==> src/rtl/rpll_phase_ctrl.sv <==
// Gowin rPLL sequencer: reset/lock/retry handling plus a phase walker that moves
// PSDA one step per settle window so the serializer clock never jumps more than one step.
module rpll_phase_ctrl #(
    parameter int         RESET_CYCLES  = 16,
    parameter int         LOCK_TIMEOUT  = 65536,
    parameter int         SETTLE_CYCLES = 8,
    parameter int         MAX_RETRIES   = 3,
    parameter logic [3:0] PSDA_INIT     = 4'h0,
    parameter logic [3:0] DUTYDA_INIT   = 4'h8,
    parameter logic [3:0] FDLY_INIT     = 4'h0
) (
    input  logic       clkin,
    input  logic       rst_n,
    input  logic       pll_lock,
    output logic       pll_reset,
    output logic [3:0] pll_psda,
    output logic [3:0] pll_dutyda,
    output logic [3:0] pll_fdly,
    input  logic       cfg_valid,
    output logic       cfg_ready,
    input  logic [3:0] cfg_psda,
    input  logic [3:0] cfg_dutyda,
    input  logic [3:0] cfg_fdly,
    output logic       clk_ok,
    output logic       lost_lock,
    output logic       lock_err,
    output logic [3:0] retry_cnt
);

    localparam int CNT_MAX_RS = (RESET_CYCLES > SETTLE_CYCLES) ? RESET_CYCLES : SETTLE_CYCLES;
    localparam int CNT_MAX    = (LOCK_TIMEOUT > CNT_MAX_RS) ? LOCK_TIMEOUT : CNT_MAX_RS;
    localparam int CNT_W      = $clog2(CNT_MAX + 1);

    localparam logic [CNT_W-1:0] RESET_LAST   = CNT_W'(RESET_CYCLES - 1);
    localparam logic [CNT_W-1:0] TIMEOUT_LAST = CNT_W'(LOCK_TIMEOUT - 1);
    localparam logic [CNT_W-1:0] SETTLE_LAST  = CNT_W'(SETTLE_CYCLES - 1);
    localparam logic [3:0]       RETRY_LIMIT  = 4'(MAX_RETRIES);

    typedef enum logic [2:0] {
        ST_RST_HOLD,
        ST_WAIT_LOCK,
        ST_LOCKED,
        ST_SETTLE,
        ST_ERROR
    } state_t;

    state_t           r_state;
    logic [CNT_W-1:0] r_cnt;
    logic             r_lock_meta;
    logic             r_lock_sync;
    logic [3:0]       r_target;
    logic             r_pll_reset;
    logic [3:0]       r_psda;
    logic [3:0]       r_dutyda;
    logic [3:0]       r_fdly;
    logic             r_cfg_ready;
    logic             r_clk_ok;
    logic             r_lost_lock;
    logic             r_lock_err;
    logic [3:0]       r_retry_cnt;

    logic             w_lock_s;
    logic [3:0]       w_diff;
    logic             w_step_up;
    logic [3:0]       w_psda_next;
    logic [3:0]       w_retry_inc;

    // pll_lock comes from the PLL's own domain; only the synchronized copy is used.
    always_ff @(posedge clkin or negedge rst_n) begin
        if (!rst_n) begin
            r_lock_meta <= 1'b0;
            r_lock_sync <= 1'b0;
        end else begin
            r_lock_meta <= pll_lock;
            r_lock_sync <= r_lock_meta;
        end
    end

    assign w_lock_s    = r_lock_sync;
    // Modular distance picks the short way round; a distance of exactly 8 steps up.
    assign w_diff      = r_target - r_psda;
    assign w_step_up   = (w_diff != 4'd0) && (w_diff <= 4'd8);
    assign w_psda_next = w_step_up ? (r_psda + 4'd1) : (r_psda - 4'd1);
    assign w_retry_inc = r_retry_cnt + 4'd1;

    always_ff @(posedge clkin or negedge rst_n) begin
        if (!rst_n) begin
            r_state     <= ST_RST_HOLD;
            r_cnt       <= '0;
            r_target    <= PSDA_INIT;
            r_pll_reset <= 1'b1;
            r_psda      <= PSDA_INIT;
            r_dutyda    <= DUTYDA_INIT;
            r_fdly      <= FDLY_INIT;
            r_cfg_ready <= 1'b0;
            r_clk_ok    <= 1'b0;
            r_lost_lock <= 1'b0;
            r_lock_err  <= 1'b0;
            r_retry_cnt <= 4'd0;
        end else begin
            unique case (r_state)
                ST_RST_HOLD: begin
                    if (r_cnt == RESET_LAST) begin
                        r_state     <= ST_WAIT_LOCK;
                        r_cnt       <= '0;
                        r_pll_reset <= 1'b0;
                    end else begin
                        r_cnt <= r_cnt + CNT_W'(1);
                    end
                end
                ST_WAIT_LOCK: begin
                    if (w_lock_s) begin
                        r_state     <= ST_LOCKED;
                        r_retry_cnt <= 4'd0;
                        r_cfg_ready <= 1'b1;
                        r_clk_ok    <= 1'b1;
                    end else if (r_cnt == TIMEOUT_LAST) begin
                        r_retry_cnt <= w_retry_inc;
                        r_cnt       <= '0;
                        r_pll_reset <= 1'b1;
                        if (w_retry_inc == RETRY_LIMIT) begin
                            r_state    <= ST_ERROR;
                            r_lock_err <= 1'b1;
                        end else begin
                            r_state <= ST_RST_HOLD;
                        end
                    end else begin
                        r_cnt <= r_cnt + CNT_W'(1);
                    end
                end
                ST_LOCKED, ST_SETTLE: begin
                    // Lock loss outranks everything, including a pending phase step.
                    if (!w_lock_s) begin
                        r_state     <= ST_RST_HOLD;
                        r_cnt       <= '0;
                        r_target    <= r_psda;
                        r_pll_reset <= 1'b1;
                        r_cfg_ready <= 1'b0;
                        r_clk_ok    <= 1'b0;
                        r_lost_lock <= 1'b1;
                    end else if (r_state == ST_LOCKED) begin
                        if (cfg_valid && r_cfg_ready) begin
                            r_state     <= ST_SETTLE;
                            r_cnt       <= SETTLE_LAST;
                            r_target    <= cfg_psda;
                            r_dutyda    <= cfg_dutyda;
                            r_fdly      <= cfg_fdly;
                            r_cfg_ready <= 1'b0;
                            r_clk_ok    <= 1'b0;
                        end
                    end else if (r_cnt != '0) begin
                        r_cnt <= r_cnt - CNT_W'(1);
                    end else if (r_psda == r_target) begin
                        r_state     <= ST_LOCKED;
                        r_cfg_ready <= 1'b1;
                        r_clk_ok    <= 1'b1;
                    end else begin
                        r_psda <= w_psda_next;
                        r_cnt  <= SETTLE_LAST;
                    end
                end
                ST_ERROR: begin
                    r_pll_reset <= 1'b1;
                    r_lock_err  <= 1'b1;
                end
                default: begin
                    r_state     <= ST_RST_HOLD;
                    r_cnt       <= '0;
                    r_pll_reset <= 1'b1;
                    r_cfg_ready <= 1'b0;
                    r_clk_ok    <= 1'b0;
                end
            endcase
        end
    end

    assign pll_reset  = r_pll_reset;
    assign pll_psda   = r_psda;
    assign pll_dutyda = r_dutyda;
    assign pll_fdly   = r_fdly;
    assign cfg_ready  = r_cfg_ready;
    assign clk_ok     = r_clk_ok;
    assign lost_lock  = r_lost_lock;
    assign lock_err   = r_lock_err;
    assign retry_cnt  = r_retry_cnt;

endmodule

==> config.mk <==
export PLATFORM = sky130hd
export DESIGN_NAME = rpll_phase_ctrl
export DESIGN_NICKNAME = d
export VERILOG_FILES = /design/src/rtl/rpll_phase_ctrl.sv
export SDC_FILE = /design/constraint.sdc
export NUM_CORES = 1
export LEC_CHECK = 0
export CORE_MARGIN = 1
export CORE_UTILIZATION = 45
export CTS_BUF_LIST = sky130_fd_sc_hd__clkbuf_16
export CTS_CLUSTER_DIAMETER = 60
export DETAILED_ROUTE_END_ITERATION = 6
export GPL_TIMING_DRIVEN = 0
export PLACE_DENSITY = 0.7
export SLEW_MARGIN = 40
export SYNTH_ARGS = -nofsm -noshare
export SYNTH_HDL_FRONTEND = slang
export SYNTH_SLANG_ARGS = --single-unit
==> constraint.sdc <==
create_clock -name clkin -period 7.2 [get_ports clkin]
set_input_delay 2.16 -clock clkin [delete_from_list [all_inputs] [get_ports clkin]]
set_output_delay 2.16 -clock clkin [all_outputs]
set_load 0.005 [all_outputs]
==> results of run 1 <==
-- power by group --
part / switching (mW) / internal, mW / leakage, nW
logic: 0.00838 / 0.00934 / 0.919
registers: 0.000518 / 0.259 / 0.601
clock network: 0.104 / 0.129 / 0.0698
-- state kept, by name, summed over array words and instances (netlist names), 3 cells and up --
register	cells
retry_cnt	4
pll_dutyda	4
r_target	4
r_cnt	17
r_state	3
pll_fdly	4
pll_psda	4
-- final cells by class --
type                       count  area [um^2]
tap                           96          120
clock inverter                 3         21.3
clock buffer                   5          125
fill                         609         3000
buffer                        26          163
sequential                    46         1150
timing repair buffer          37          378
inverter                      15         56.3
multi-input combinational    269         1930
-- routing by layer --
metal	track usage [%]	part of all wire (%)
met5	0	0
met4	7.75	1.8
met3	3.30	5.5
met2	34.5	46
met1	29.6	46
-- worst paths after layout --
| kind | endpoint | cells after the start | startpoint | slack [ns] |
|---|---|---|---|---|
| hold / removal | r_lock_sync | 0 | r_lock_meta | 0.35 |
| setup / recovery | r_cnt[13] | 8 | cfg_valid | 3.25 |
| setup reg to reg | pll_psda[3] | 12 | pll_psda[1] | 4.06 |
| max in group asynchronous | pll_reset | 2 | rst_n | 4.94 |
| hold reg to reg | r_lock_sync | 0 | r_lock_meta | 0.35 |
| min in group asynchronous | r_cnt[6] | 1 | rst_n | 1.75 |
-- per-stage QoR --
stage | instance area [um^2] | total power, mW | instances
after floorplan | 3300 | 0.267 | 356
after global placement | 3780 | 0.281 | 488
after detailed placement | 3800 | 0.283 | 489
after CTS | 3950 | 0.516 | 497
after global routing | 3950 | 0.529 | 497
final | 3950 | 0.510 | 497
-- synthesized netlist by cell type, drive strengths merged, types with 2 or more instances --
library cell  number  area, um^2
o21ai             32         164
dfstp              2        52.6
clkbuf             5        18.8
nor4b              2        17.5
mux2              11         154
a31oi              4        25.0
o31ai              4        30.0
or3                4        25.0
a21o               2        15.0
ha                11         138
o22ai              5        37.5
nand2b             5        31.3
nor4               6        97.6
mux2i              7        70.1
nor3              10        71.3
or4                4        37.5
o311ai             2        17.5
nor2b              3        26.3
a211oi             2        15.0
nand3             14        70.1
buf               21         144
nand3b             2        15.0
or2                4        25.0
a221oi             2        23.8
nand4              6        52.6
inv               15        56.3
o41ai              2        17.5
xnor2              8        70.1
xor2               8        70.1
and4b              2        20.0
nor3b              3        27.5
and2               3        18.8
dfrtp             44        1100
a22o               4        35.0
nand2             28         105
nor2              25         101
a21oi             28         155
and3               2        12.5
-- kinds of logic after synthesis --
family,Yosys count,synth area share [%]
and+or+nand+nor,126,23.7
AOI/OAI and AO/OA,97,18.8
DFF,46,35.0
buffers and inverters,41,6.64
muxes,18,6.80
xor gates and xnor gates,16,4.25
adders and majority gates,12,4.78
==> impl_metrics.env, run 1 <==
export IMPL_htree_num_levels=2
export IMPL_synth_edf_count=0
export IMPL_drtPass1Iterations=5
export IMPL_setup_viol=0
export IMPL_insertion_delay_ns=0.29
export IMPL_detail_route_wl_per_cell_um=15.6
export IMPL_grt_max_degree=28
export IMPL_grt_pass1_wl_mm=12.9
export IMPL_synth_ff_type="dfrtp_1"
export IMPL_fin_skew_ns=0.00323
export IMPL_crit_family="simple AND/OR/NAND/NOR gates"
export IMPL_holdWs_ns=0.350
export IMPL_clkSinkCount=46
export IMPL_syn_num_nets=384
export IMPL_cts_buffers=5
export IMPL_dp_slack_ns=2.95
export IMPL_finalCriticalPeriod_ns=3.95
export IMPL_die_area_um2=7670
export IMPL_via_per_inst=5.68
export IMPL_grt_total_usage_pct=21.5
export IMPL_tns_ns=0
export IMPL_antenna_found_initial=0
export IMPL_port_buffers=36
export IMPL_place_gp_congestion=0.862
export IMPL_start_util_pct=47.5
export IMPL_wirelength_mm=7.76
export IMPL_worst_path_largest_cell_delay_ns=0.47
export IMPL_die_w_um=87.6
export IMPL_synth_seq_cells=46
export IMPL_slew_violations=0
export IMPL_clk_pin_slew_worst_paths_ns=0.07
export IMPL_dp_hpwl_mm=5.62
export IMPL_fin_crit_sh_pct=54.8
export IMPL_antenna_cells=0
export IMPL_fmax_mhz=253
export IMPL_ant_nets=0
export IMPL_post_cts_resized=0
export IMPL_dieHeight_um=87.6
export IMPL_ctsHoldBuffers=0
export IMPL_rsz0062_at_grt="no"
export IMPL_cts_tree="built"
export IMPL_finalCoreUtilization_pct=56.8
export IMPL_cts_root_buf="clkbuf_16"
export IMPL_worstPathArrival_ns=4.17
export IMPL_first_iter_violations=115
export IMPL_core_um2=6940
export IMPL_crit_type="primary input to flop"
export IMPL_tightest_slew_ns=0.658
export IMPL_grt_pass1_vias=2695
export IMPL_drive_above_1_share_pct=15.5
export IMPL_grt_overflow=0
export IMPL_io_pins=37
export IMPL_final_cell_mix="44 x dfrtp_1, 35 x clkdlybuf4s50_1, 28 x nand2_1"
export IMPL_end_kind="flop"
export IMPL_maxSlewHeadroom_pct=56.0
export IMPL_path_buf_inv=2
export IMPL_finish_net_count=428
export IMPL_netlist_instances=356
export IMPL_crit_path_start_kind="primary input"
export IMPL_crit_fanout=10
export IMPL_hp_class="flop to flop"
export IMPL_via_count=2824
export IMPL_hold_violations=0
export IMPL_ys_types=72
export IMPL_status="completed"
export IMPL_avgSynthCellArea_um2=9.26
export IMPL_worst_path_max_delay_cell="clkdlybuf4s50_1"
export IMPL_ys_seq_area_share_pct=35.0
export IMPL_ys_async_sr_fraction_pct=100
export IMPL_syn2layout_area_growth_pct=19.7
export IMPL_post_route_drc_count=0
export IMPL_peakVddDrop_mv=0.0780
export IMPL_num_rows=30
export IMPL_cp_required_ns=7.43
export IMPL_crit_chain="clkdlybuf4s50_1, nand2_1, a21oi_2, o21ai_2, or3_1, buf_6, or4_1, nand3_1"
export IMPL_cellLeakagePower_nw=1.59
export IMPL_power_per_cell_area_nw_per_um2=129
export IMPL_worst_slack_ns=3.25
export IMPL_yosys_warnings=0
export IMPL_postCtsSetupBuffers=0
export IMPL_synth_area_um2=3300
export IMPL_cts_path_max_buffers=2
export IMPL_maxCapViolCount=0
export IMPL_final_common_cell="dfrtp_1"
No activity file was read; power rests on OpenSTA's default activity.
==> run 2, diff against run 1 <==
Settings changed: PLACE_DENSITY 0.7 to 0.73.
Clock period 7.2 ns to 3.2 ns, I/O delays scaled along.
==> run 2 against run 1 <==
  * Design area rose by 0.95%
  * Highest routed layer unchanged
  * Final cell count fell by 0.20%
  * First-iteration DRC count rose by 86%
  * Worst setup slack got worse by 3.1 ns
==> impl_metrics.env, run 2 (same netlist as run 1, synthesis figures left out) <==
export IMPL_power_per_cell_area_nw_per_um2=307
export IMPL_fin_skew_ns=0.00913
export IMPL_finalCoreUtilization_pct=57.4
export IMPL_dieHeight_um=87.6
export IMPL_maxSlewHeadroom_pct=51.2
export IMPL_crit_fanout=5
export IMPL_clkSinkCount=46
export IMPL_peakVddDrop_mv=0.230
export IMPL_detail_route_wl_per_cell_um=15.5
export IMPL_final_common_cell="dfrtp_1"
export IMPL_final_cell_mix="43 x dfrtp_1, 35 x clkdlybuf4s50_1, 28 x nand2_1"
export IMPL_design_area_um2=3980
export IMPL_htree_num_levels=2
export IMPL_hold_violations=0
export IMPL_grt_overflow=0
export IMPL_cts_tree="built"
export IMPL_worstPathArrival_ns=3.19
export IMPL_dp_slack_ns=0.0717
export IMPL_drtPass1Iterations=4
export IMPL_place_gp_congestion=0.889
export IMPL_io_pins=37
export IMPL_end_kind="flop"
export IMPL_syn2layout_area_growth_pct=20.8
export IMPL_cellLeakagePower_nw=1.60
export IMPL_drive_above_1_share_pct=16.5
export IMPL_via_count=2838
export IMPL_place_area_um2=3800
export IMPL_cts_path_max_buffers=2
export IMPL_crit_path_start_kind="flop"
export IMPL_insertion_delay_ns=0.29
export IMPL_reg2reg_from="pll_psda[2]"
export IMPL_start_util_pct=47.5
export IMPL_cts_root_buf="clkbuf_16"
export IMPL_core_um2=6940
export IMPL_die_w_um=87.6
export IMPL_die_area_um2=7670
export IMPL_cp_required_ns=3.38
export IMPL_ant_nets=0
export IMPL_dp_hpwl_mm=5.52
export IMPL_via_per_inst=5.72
export IMPL_worst_slack_ns=0.188
export IMPL_r2r_setup_slack_ns=0.19
export IMPL_grt_pass1_vias=2781
export IMPL_tightest_slew_ns=0.730
export IMPL_hp_class="flop to flop"
export IMPL_largest_reg_flops=17
export IMPL_crit_type="flop to flop"
export IMPL_first_iter_violations=214
export IMPL_antenna_found_initial=0
export IMPL_cts_buffers=5
export IMPL_finish_net_count=427
export IMPL_antenna_cells=0
export IMPL_min_from="r_lock_meta"
export IMPL_startpoint="pll_psda[2]"
export IMPL_slew_violations=0
export IMPL_num_rows=30
export IMPL_post_route_drc_count=0
export IMPL_setup_viol=0
export IMPL_ctsHoldBuffers=0
export IMPL_grt_max_degree=29
export IMPL_status="completed"
export IMPL_grt_total_usage_pct=21.8
export IMPL_fin_crit_sh_pct=94.1
export IMPL_rsz0062_at_grt="no"
export IMPL_port_buffers=36
export IMPL_wirelength_mm=7.69
export IMPL_top_register="r_cnt"
export IMPL_grt_pass1_wl_mm=13.2
export IMPL_finalCriticalPeriod_ns=3.01
export IMPL_holdWs_ns=0.352
export IMPL_fmax_mhz=332
export IMPL_maxCapViolCount=0
export IMPL_clk_pin_slew_worst_paths_ns=0.07
[run 2: area by class of cell]
cell class | count | area, um^2
clock inverters | 3 | 43.8
well taps | 96 | 120
plain buffers | 25 | 159
inverters | 15 | 56.3
multi-input cells | 269 | 1950
flip-flops and latches | 46 | 1150
fillers | 625 | 2960
repair buffers | 37 | 378
clock buffers | 5 | 125
[run 2: routing by layer]
layer / track usage [%] / wire length [um]
met4: 5.81 / 65
met5: 0 / 0
met3: 3.39 / 282
met2: 36.9 / 3740
met1: 29.2 / 3600
[run 2: repair_timing]
item	CTS	global route
gates resized for setup	0	4
buffers inserted	0	0
endpoints found under the setup margin	0	9
[run 2: final timing paths]
path,end,cells after the start
max,pll_psda[3],12
min,r_lock_sync,0
max reg2reg,pll_psda[3],12
min reg2reg,r_lock_sync,0
max in group asynchronous,pll_psda[1],2
min in group asynchronous,r_cnt[7],1
[run 2: per-stage QoR]
| stage | setup TNS, ns | std cells | power, mW |
|---|---|---|---|
| after detailed placement | 0 | 489 | 0.636 |
| after global routing | 0 | 496 | 1.27 |
| after CTS | 0 | 497 | 1.24 |
| after floorplan | 0 | 356 | 0.601 |
| final | 0 | 496 | 1.22 |
| after global placement | -7.98 | 488 | 0.632 |
[run 2: power breakdown]
| part | internal (mW) | leakage [nW] | switching (mW) |
|---|---|---|---|
| Clock | 0.370 | 0.0842 | 0.229 |
| Combinational | 0.0210 | 0.918 | 0.0187 |
| Sequential | 0.583 | 0.600 | 0.00122 |
| Total | 0.974 | 1.60 | 0.249 |
[run 2: critical path, stage by stage, from the launching register on]
cell	delay, ns
dfrtp_1	0.41
inv_1	0.08
ha_1	0.35
nand3_1	0.19
o21ai_0	0.14
a211o_1	0.34
xor2_2	0.24
xor2_2	0.24
ha_1	0.27
a21o_1	0.15
a21oi_1	0.16
xnor2_1	0.08
mux2_2	0.26
==> run 3, diff against run 2 <==
Settings changed: CTS_CLUSTER_SIZE set to 10.
==> results of run 3 <==
Final layout, timing and power as in run 2 (identical DEF).
